## config.mk

```make
export PLATFORM = sky130hd
export DESIGN_NAME = fifo_enq_rr_arbiter
export DESIGN_NICKNAME = d
export VERILOG_FILES = /design/src/rtl/arb_pkg.sv /design/src/rtl/rr_priority_pick.sv /design/src/rtl/fifo_enq_rr_arbiter.sv
export SDC_FILE = /design/constraint.sdc
export NUM_CORES = 1
export LEC_CHECK = 0
export ABC_AREA = 1
export BUFFER_PORTS_ARGS = -buffer_cell sky130_fd_sc_hd__buf_2
export CORE_UTILIZATION = 40
export CTS_CLUSTER_DIAMETER = 30
export DETAILED_ROUTE_END_ITERATION = 12
export PLACE_DENSITY_LB_ADDON = 0.05
export RECOVER_POWER = 100
export REMOVE_ABC_BUFFERS = 1
export SLEW_MARGIN = 20
export SYNTH_ARGS = -nofsm -noshare
export SYNTH_HDL_FRONTEND = slang
export SYNTH_HIERARCHICAL = 1
export SYNTH_SLANG_ARGS = --single-unit
```

## constraint.sdc

```tcl
create_clock -name clk -period 5.9 [get_ports clk]
set_clock_uncertainty 0.2 [all_clocks]
set_input_delay 1.18 -clock clk [delete_from_list [all_inputs] [get_ports clk]]
set_output_delay 1.18 -clock clk [all_outputs]
set_load 0.005 [all_outputs]
```

## src/rtl/arb_pkg.sv

```systemverilog
// Shared types and constants for the round-robin FIFO enqueue arbiter.
// Holds the arbiter state encoding, index/counter widths and the saturating increment helper.
package arb_pkg;

    typedef enum logic [1:0] {
        IDLE  = 2'd0,
        HOLD  = 2'd1,
        BURST = 2'd2
    } arb_state_t;

    localparam int REQ_IDX_W      = 3;
    localparam int PERF_CTR_WIDTH = 16;
    localparam int BEAT_CTR_WIDTH = 5;

    // Wide enough for the largest supported requester count (8).
    typedef logic [REQ_IDX_W-1:0] req_idx_t;

    function automatic logic [PERF_CTR_WIDTH-1:0] sat_inc(input logic [PERF_CTR_WIDTH-1:0] v);
        return (v == {PERF_CTR_WIDTH{1'b1}}) ? v : v + 16'd1;
    endfunction

endpackage

```

## src/rtl/rr_priority_pick.sv

```systemverilog
// Circular first-set finder: returns the first asserted request at or after start,
// wrapping modulo NUM_REQ (NUM_REQ must be a power of two).
module rr_priority_pick
    import arb_pkg::*;
#(
    parameter int NUM_REQ = 4,
    parameter int IDX_W   = $clog2(NUM_REQ)
) (
    input  logic [NUM_REQ-1:0] req,
    input  logic [IDX_W-1:0]   start,
    output logic               found,
    output logic [IDX_W-1:0]   idx
);

    logic [NUM_REQ-1:0] rot_s;
    logic [IDX_W-1:0]   off_s;

    // Rotate so start lands at bit 0, take the lowest set bit, then rotate the index back.
    always_comb begin
        rot_s = '0;
        off_s = '0;
        for (int i = 0; i < NUM_REQ; i++) begin
            rot_s[i] = req[start + IDX_W'(i)];
        end
        for (int i = NUM_REQ - 1; i >= 0; i--) begin
            off_s = rot_s[i] ? IDX_W'(i) : off_s;
        end
        found = |rot_s;
        idx   = start + off_s;
    end

endmodule

```

## src/rtl/fifo_enq_rr_arbiter.sv

```systemverilog
// Round-robin arbiter sharing one FIFO enqueue port among NUM_REQ requesters, with
// stall-hold and burst-lock. Define ARB_PERF_CTR_EN to add per-requester beat counters.
module fifo_enq_rr_arbiter
    import arb_pkg::*;
#(
    parameter int NUM_REQ    = 4,
    parameter int DATA_WIDTH = 32,
    parameter int BURST_LEN  = 1
) (
    input  logic                                    clk,
    input  logic                                    rst_aL,
    input  logic [NUM_REQ-1:0]                      req_valid,
    input  logic [NUM_REQ-1:0][DATA_WIDTH-1:0]      req_data,
    output logic [NUM_REQ-1:0]                      req_ready,
    input  logic                                    fifo_ready_enq,
    output logic                                    fifo_valid_enq,
    output logic [DATA_WIDTH-1:0]                   fifo_data_enq,
    output logic [$clog2(NUM_REQ)-1:0]              grant_id
`ifdef ARB_PERF_CTR_EN
    ,
    output logic [NUM_REQ*PERF_CTR_WIDTH-1:0]       perf_grant_cnt
`endif
);

    localparam int IDX_W = $clog2(NUM_REQ);

    arb_state_t                state_q, state_d;
    logic [IDX_W-1:0]          rr_ptr_q, rr_ptr_d;
    logic [IDX_W-1:0]          owner_q, owner_d;
    logic [BEAT_CTR_WIDTH-1:0] beat_ctr_q, beat_ctr_d;

    logic             any_valid_s;
    logic             hs_s;
    logic             owner_valid_s;
    logic             release_s;
    logic             new_beat_s;
    logic [IDX_W-1:0] scan_start_s;
    logic             pick_found_s;
    logic [IDX_W-1:0] pick_idx_s;
    logic [IDX_W-1:0] grant_s;

    assign any_valid_s    = |req_valid;
    assign hs_s           = any_valid_s & fifo_ready_enq;
    assign fifo_valid_enq = any_valid_s;

    // A burst owner that drops valid releases immediately; the scan then restarts past it.
    always_comb begin
        owner_valid_s = req_valid[owner_q];
        release_s     = (state_q == BURST) && !owner_valid_s;
        scan_start_s  = release_s ? (owner_q + IDX_W'(1)) : rr_ptr_q;
    end

    rr_priority_pick #(
        .NUM_REQ (NUM_REQ),
        .IDX_W   (IDX_W)
    ) u_pick (
        .req   (req_valid),
        .start (scan_start_s),
        .found (pick_found_s),
        .idx   (pick_idx_s)
    );

    // Grant selection: HOLD freezes the owner, BURST prefers it while it stays valid.
    always_comb begin
        grant_s = '0;
        case (state_q)
            IDLE:    grant_s = pick_found_s ? pick_idx_s : '0;
            HOLD:    grant_s = owner_q;
            BURST:   grant_s = owner_valid_s ? owner_q : (pick_found_s ? pick_idx_s : '0);
            default: grant_s = '0;
        endcase
    end

    // Handshake-facing outputs.
    always_comb begin
        req_ready = '0;
        if (hs_s) begin
            req_ready[grant_s] = 1'b1;
        end else begin
            req_ready = '0;
        end
        grant_id      = any_valid_s ? grant_s : '0;
        fifo_data_enq = req_data[grant_s];
    end

    // Next-state logic; new_beat_s marks the first accepted beat of a fresh grant.
    always_comb begin
        state_d    = state_q;
        rr_ptr_d   = rr_ptr_q;
        owner_d    = owner_q;
        beat_ctr_d = beat_ctr_q;
        new_beat_s = 1'b0;
        case (state_q)
            IDLE: begin
                if (hs_s) begin
                    new_beat_s = 1'b1;
                end else if (any_valid_s) begin
                    owner_d = grant_s;
                    state_d = HOLD;
                end else begin
                    state_d = IDLE;
                end
            end
            HOLD: begin
                if (hs_s) begin
                    new_beat_s = 1'b1;
                end else begin
                    state_d = HOLD;
                end
            end
            BURST: begin
                if (owner_valid_s) begin
                    if (!hs_s) begin
                        state_d = BURST;
                    end else if (beat_ctr_q == BEAT_CTR_WIDTH'(BURST_LEN - 1)) begin
                        rr_ptr_d   = owner_q + IDX_W'(1);
                        beat_ctr_d = '0;
                        state_d    = IDLE;
                    end else begin
                        beat_ctr_d = beat_ctr_q + BEAT_CTR_WIDTH'(1);
                    end
                end else begin
                    rr_ptr_d   = owner_q + IDX_W'(1);
                    beat_ctr_d = '0;
                    if (hs_s) begin
                        new_beat_s = 1'b1;
                    end else if (any_valid_s) begin
                        owner_d = grant_s;
                        state_d = HOLD;
                    end else begin
                        state_d = IDLE;
                    end
                end
            end
            default: begin
                state_d = IDLE;
            end
        endcase

        if (new_beat_s && (BURST_LEN == 1)) begin
            rr_ptr_d = grant_s + IDX_W'(1);
            state_d  = IDLE;
        end else if (new_beat_s) begin
            owner_d    = grant_s;
            beat_ctr_d = BEAT_CTR_WIDTH'(1);
            state_d    = BURST;
        end else begin
            owner_d = owner_d;
        end
    end

    // Arbitration state registers.
    always_ff @(posedge clk) begin
        if (!rst_aL) begin
            state_q    <= IDLE;
            rr_ptr_q   <= '0;
            owner_q    <= '0;
            beat_ctr_q <= '0;
        end else begin
            state_q    <= state_d;
            rr_ptr_q   <= rr_ptr_d;
            owner_q    <= owner_d;
            beat_ctr_q <= beat_ctr_d;
        end
    end

`ifdef ARB_PERF_CTR_EN
    logic [NUM_REQ-1:0][PERF_CTR_WIDTH-1:0] perf_cnt_q, perf_cnt_d;

    // Saturating accepted-beat count per requester.
    always_comb begin
        perf_cnt_d = perf_cnt_q;
        for (int i = 0; i < NUM_REQ; i++) begin
            if (hs_s && (grant_s == IDX_W'(i))) begin
                perf_cnt_d[i] = sat_inc(perf_cnt_q[i]);
            end else begin
                perf_cnt_d[i] = perf_cnt_q[i];
            end
        end
    end

    // Performance counter registers.
    always_ff @(posedge clk) begin
        if (!rst_aL) begin
            perf_cnt_q <= '0;
        end else begin
            perf_cnt_q <= perf_cnt_d;
        end
    end

    assign perf_grant_cnt = perf_cnt_q;
`endif

endmodule

```

==> impl_results.md, run 1 <==
- Clock power share: 9.7%
- # IOs: 174
- Slew @ Worst Pin: 0.444 ns
- CTS Hold Buffers Added: 0
- Total Power: 0.783 mW
- Root Buffer: clkbuf_8
- Clock transition at the registers of the reported paths: 0.05 ns
- CP max stage delay: 0.27 ns
- Dpl hpwl: 5740 µm
- Syn Inst Count: 344
- Largest net degree at the start of global routing: 33
- Port-buffer cells: 173
- Switching Fraction: 49.1%
- Syn_area_per_cell: 6.14 µm²
- Setup-failing EPs final: 0
- Setup WS pre-CTS: 0.239 ns
- Horiz. Die Dim: 74.7 µm
- Ys Warns: 6
- Relative slew margins: 70.3%
- Share of power burned in combinational logic: 79.6%
- Final Critical Period: 5.59 ns
- Number of cell rows: 26
- First-pass GRT wire length: 9980 µm
- Antenna violations before repair: 0
- Drt drc: 0
- Count of pins over their slew limit: 0
- Vias: 2856
- Fmax: 179 MHz
- Multi-input gate area in the final layout: 1590 µm²
- Overall Global Routing Usage: 22.5%
- GPL Wtd Cong: 0.884
- Hold path depth: 2
- Storage cell area: 220 µm²
- M2 GR Usage: 42.5%
- Min Hold Slack: 0.291 ns
- Initial DRC count: 96
- Worst hold path class: flip-flop to flip-flop
- Max stage delay cell, worst path: clkdlybuf4s15_2
- Worst R2R Path Depth: 29
- Final WS setup: 0.309 ns
- Max-cap violation count: 0
- Internal Power: 0.399 mW
- Post-synth EDFFs: 0
- Leak pwr: 1.66 nW
- Final Hold Vio Count: 0
- Maximum clock path buffer count: 2
- Total die area: 5570 µm²
- Clock latency on the worst-skew pair: 0.23 ns
- Crit path required time: 4.52 ns
- Final Cell Area: 3040 µm²
- Top FF cell, synth: dfxtp_1
- Final ANT Viol Nets: 0
- DR WL/cell: 12.3 µm
- CTS Buf Count: 3
- Core area: 5110 µm²
- Met3 Track Usage GR: 3.61%
- Initial core utilization: 41.4%
- Status: finished, final reports clean
- Met1 usage: 26.4%
- Register area share after synthesis: 10.4%
- Layout fillers: 541
- Worst Setup End Kind: output port
- Final wirelength: 7190 µm
- CP arrival: 4.21 ns
- CTS tree: built
- Post-Syn Area: 2110 µm²
- CTS Sinks: 11
- Most used routing layer: met2
- Peak supply drop: 135 µV
- Fraction of registers with async set/reset: 0%
- H-tree lvl count: 1
- Share of layout cells above drive strength 1: 49.8%
- Placement-stage cell area: 2960 µm²
- ANT cells: 0
- Setup tns final: 0 ns
- Via-to-Cell Ratio: 4.89
- Maximum fanout along the worst path: 16
- Count of different cell masters after synthesis: 37
- Area grow syn2layout: 44.1%
- Sequential share of power: 10.7%
- PwrDens: 257 nW/µm²
- Chip Height: 74.7 µm
- Nets: 653
- Setup CP Type: input pin to output port
- Vias in the first global route: 2340
- Drt pass-1 iters: 4
- Post-route clock period utilization: 94.8%
- Seq cells post-synth: 11
- Startpoint types: input pin
- Psw: 0.385 mW
- Overflow after GRT: 0
cells in the mapped netlist (2+ instances only):
cell	n	area share [%]
nand2_1	138	25
nand2_2	34	10
nand4_1	27	8.0
inv_1	24	4.3
a22oi_2	12	7.1
dfxtp_1	11	10
nand3_1	10	2.4
nor2_1	10	1.8
o21ai_0	9	2.1
a21oi_1	8	1.9
buf_4	6	2.1
inv_2	6	1.1
nand2_4	6	3.2
buf_6	5	2.7
a22oi_1	4	1.4
inv_4	4	1.2
buf_12	3	2.8
ha_1	3	1.8
o21ai_1	3	0.71
nand3_4	2	1.7
nor2_4	2	1.1
nor3_1	2	0.47
final timing paths:
| path | startpoint | to | slack [ns] |
|---|---|---|---|
| setup / recovery | req_valid[0] | fifo_data_enq[2] | 0.31 |
| hold / removal | beat_ctr_q[4] | beat_ctr_q[4] | 0.29 |
| setup reg to reg | owner_q[0] | rr_ptr_q[1] | 2.34 |
| hold reg to reg | beat_ctr_q[4] | beat_ctr_q[4] | 0.29 |
critical path: cells and delay by family:
family | cells | cell delay (ns)
buffers and inverters | 10 | 1.10
xor gates and xnor gates | 1 | 0.16
AOI/OAI and AO/OA | 3 | 0.40
adders and majority gates | 1 | 0.21
and+or+nand+nor | 16 | 1.15
final cells by class:
| type | count | area share [%] |
|---|---|---|
| Timing Repair Buffer | 181 | 31.0 |
| Tap cell | 70 | 2.88 |
| Multi-Input combinational cell | 283 | 52.3 |
| Inverter | 35 | 5.06 |
| Clock buffer | 4 | 1.48 |
| Sequential cell | 11 | 7.24 |
what timing repair did:
| item | CTS | global route |
|---|---|---|
| setup buffers | 0 | 1 |
| endpoints found under the setup margin | 0 | 32 |
| gates resized for setup | 0 | 10 |
sequential cells by signal (all words and copies together) (netlist names):
signal,flops
state_q,2
rr_ptr_q,2
beat_ctr_q,5
owner_q,2
through the flow:
stage | instances | utilization, %
2_1_floorplan | 329 | -
3_3_place_gp | 578 | 57.9
3_5_place_dp | 578 | 57.9
4_1_cts | 582 | 58.8
5_1_grt | 584 | 59.6
6_report | 584 | 59.6
routing by layer:
| metal | up-vias | wire length [µm] |
|---|---|---|
| met5 | - | 0 |
| met4 | 0 | 58 |
| met3 | 6 | 486 |
| met2 | 122 | 3710 |
| met1 | 1265 | 2930 |
| li1 | 1463 | - |
placed cells by master, fill, tap and decap left out, types with 2 or more instances in the layout:
cell type / Yosys / routed
o21ai_0: 9 / 8
ha_1: 3 / 2
a21oi_1: 8 / 8
inv_6: 1 / 2
nand4_1: 27 / 27
inv_1: 24 / 24
nand2_4: 6 / 6
inv_2: 6 / 6
nor2_4: 2 / 2
a22oi_2: 12 / 12
dfxtp_1: 11 / 11
o21ai_1: 3 / 3
inv_4: 4 / 2
nand3_4: 2 / 2
nand3_1: 10 / 10
clkbuf_8: 0 / 3
clkbuf_1: 0 / 3
nand2_2: 34 / 34
buf_4: 6 / 5
nor2_1: 10 / 10
a22oi_1: 4 / 4
buf_2: 1 / 171
nand2_1: 138 / 138
nor3_1: 2 / 2
logic make-up (layout without fill, tap and decap cells):
family                   count (synthesis)  count (layout)  synth area share [%]
AO/OA/AOI/OAI                           42              42                  15.3
XOR/XNOR                                 2               2                 0.830
adder cells (fa/ha/maj)                  3               3                  1.78
buffers and inverters                   50             220                  14.8
flip-flops                              11              11                  10.4
AND/OR/NAND/NOR                        236             236                  56.8
power by group through the flow:
| stage | Sequential, mW | Clock [mW] | Combinational, mW |
|---|---|---|---|
| 3_5_place_dp | 0.0853 | 0 | 0.615 |
| 3_3_place_gp | 0.0859 | 0 | 0.612 |
| 2_1_floorplan | 0.0839 | 0 | 0.363 |
| 5_1_grt | 0.0847 | 0.0824 | 0.691 |
| 6_report | 0.0841 | 0.0758 | 0.623 |
| 4_1_cts | 0.0839 | 0.0766 | 0.617 |
(Power assumes the default switching activity.)
==> inputs of run 2 (changes only) <==
Settings changed: ABC_AREA 1 to not set.
==> impl_results.md, run 2 <==
- Status: finished, final reports clean
- Total die area: 5530 µm²
- Overflow after GRT: 0
- Final wirelength: 7120 µm
- DR WL/cell: 14.7 µm
- CTS tree: built
- # IOs: 174
- Final ANT Viol Nets: 0
- Synth top area share: 47.3%
- Max-cap violation count: 0
- Port-buffer cells: 173
- Clock transition at the registers of the reported paths: 0.05 ns
- Placement-stage cell area: 3120 µm²
- Commonest non-fill, non-tap cell in the layout: buf_2
- Vias: 2458
- GPL Wtd Cong: 0.796
- Post-synthesis compound-gate area fraction: 11.2%
- Vias in the first global route: 2312
- Fraction of registers with async set/reset: 0%
- Simple-Gate Fraction of Synth Area: 16.2%
- Count of different cell masters after synthesis: 49
- Via-to-Cell Ratio: 5.07
- H-tree lvl count: 1
- Post-route insts no fill: 485
- Final Hold Vio Count: 0
- Syn_area_per_cell: 8.84 µm²
- Worst Setup End Kind: output port
- Relative slew margins: 60.9%
- Nets: 557
- Mux cell area share after synthesis: 50.9%
- Seq cells post-synth: 11
- Most common cell in the synthesized netlist: mux2i_1
- Largest family of logic cells by synthesized area: multiplexers
- Post-Synth Adder-Cell Area: 1.79%
- Most frequent cells in the layout: buf_2 (169), mux2i_1 (98), buf_4 (14)
- Maximum fanout along the worst path: 13
- Overall Global Routing Usage: 24.0%
- CP arrival: 4.38 ns
- Ys Warns: 6
- Final Cell Area: 3330 µm²
- Leak pwr: 1.81 nW
- Multi-input gate area in the final layout: 1790 µm²
- Root Buffer: clkbuf_8
- CTS Buf Count: 3
- Commonest cells post-synth: mux2i_1 (99), dfxtp_1 (11), nand2_1 (11)
- Top FF cell, synth: dfxtp_1
- Post-synth EDFFs: 0
- Crit path required time: 4.52 ns
- Synth Area in XOR/XNOR: 1.67%
- Area grow syn2layout: 59.1%
- Setup CP Type: input pin to output port
- Worst hold path class: flip-flop to flip-flop
- Syn Inst Count: 237
- Post-Syn Area: 2100 µm²
- Antenna violations before repair: 0
- Max FFs per register: 5
- Area leader, netlist: mux2i_1
- Register area share after synthesis: 10.5%
- Fmax: 174 MHz
- Startpoint types: input pin
- Chip Height: 74.4 µm
- Placed cells: 476
- Peak supply drop: 269 µV
- Drt drc: 0
- RSZ-0062 raised after global routing: yes
- CTS Hold Buffers Added: 0
- Dpl hpwl: 5880 µm
- Largest cells by area after synthesis: mux2i_1 (47%), dfxtp_1 (11%), buf_6 (3.8%)
- Biggest register: beat_ctr_q
- Share of layout cells above drive strength 1: 53.1%
- ANT cells: 0
- PwrDens: 339 nW/µm²
- Storage cell area: 220 µm²
- Number of cell rows: 25
- Post-route clock period utilization: 97.7%
- Clock latency on the worst-skew pair: 0.24 ns
- Horiz. Die Dim: 74.4 µm
- First-pass GRT wire length: 10400 µm
- Setup-failing EPs final: 0
- Slew @ Worst Pin: 0.586 ns
- Initial core utilization: 42.9%
- Core area: 4880 µm²
- Maximum clock path buffer count: 2
- Final Critical Period: 5.76 ns
- CTS Sinks: 11
- Largest net degree at the start of global routing: 28
- Drt pass-1 iters: 4
- Initial DRC count: 98
- Count of pins over their slew limit: 0
- Layout fillers: 423
- Utilization after layout: 68.3%
run 2: cell families (layout without fill, tap and decap cells):
group | count (synthesis) | after routing
compound gates | 34 | 34
buf+inv | 24 | 205
fa+ha+maj | 3 | 3
mux | 104 | 104
simple gates | 57 | 57
flops | 11 | 11
xor+xnor | 4 | 4
run 2: repair_timing:
| item | CTS | global route |
|---|---|---|
| cloned | 0 | 1 |
| pin swaps | 1 | 7 |
| buffers inserted | 1 | 4 |
| endpoints found under the setup margin | 8 | 36 |
| endpoints found under the hold margin | 0 | 0 |
| resized for setup | 0 | 19 |
run 2: final timing paths:
check	depth (start not counted)	end	from	slack (ns)
setup / recovery	18	fifo_data_enq[23]	req_valid[3]	0.14
setup reg to reg	17	rr_ptr_q[1]	state_q[1]	1.94
hold / removal	2	beat_ctr_q[4]	beat_ctr_q[4]	0.29
hold reg to reg	2	beat_ctr_q[4]	beat_ctr_q[4]	0.29
run 2: final cells by class:
type / count / share of cell area, %
repair buffers: 195 / 35.3
clock buffers: 4 / 1.35
well taps: 67 / 2.51
multi-input cells: 202 / 53.6
flip-flops and latches: 11 / 6.60
inverters: 6 / 0.675
run 2: critical path, cell delays in order:
cell and delay [ns]:
buf_6 0.09, mux4_2 0.47, nand2b_4 0.16, mux2_4 0.38
a2bb2oi_2 0.15, o211ai_1 0.09, o21a_1 0.13, ha_2 0.19
xnor2_2 0.20, xnor2_1 0.14, nand3b_1 0.13, o221ai_2 0.27
nor2_4 0.08, buf_12 0.16, buf_12 0.15, mux2i_1 0.12
mux2i_1 0.15, buf_2 0.15
run 2: power breakdown:
group          switching [mW]  leakage (nW)  total [mW]  internal [mW]
clock network          0.0285        0.0228      0.0760         0.0475
logic                   0.417          1.70       0.967          0.549
registers             0.00685        0.0897      0.0870         0.0801
run 2: metrics by stage:
stage / total power [mW] / TNS, ns / worst slack [ns] / hold slack, ns
5_1_grt: 1.21 / -0.0247 / -0.0184 / 0.339
3_5_place_dp: 0.964 / 0 / 0.00232 / 0.279
4_1_cts: 1.06 / 0 / 0.0136 / 0.287
3_3_place_gp: 0.953 / 0 / 0.0956 / 0.267
2_1_floorplan: 0.641 / -72.11 / -1.96 / 0.244
6_report: 1.13 / 0 / 0.137 / 0.294
run 2: per-layer routing:
layer	track usage [%]	routed length, µm	up-vias	share of wire (%)
li1	-	-	1253	-
met1	28.2	2820	1124	40
met5	0	0	-	0
met3	7.05	407	8	5.7
met2	42.4	3820	73	54
met4	6.50	65	0	0.91
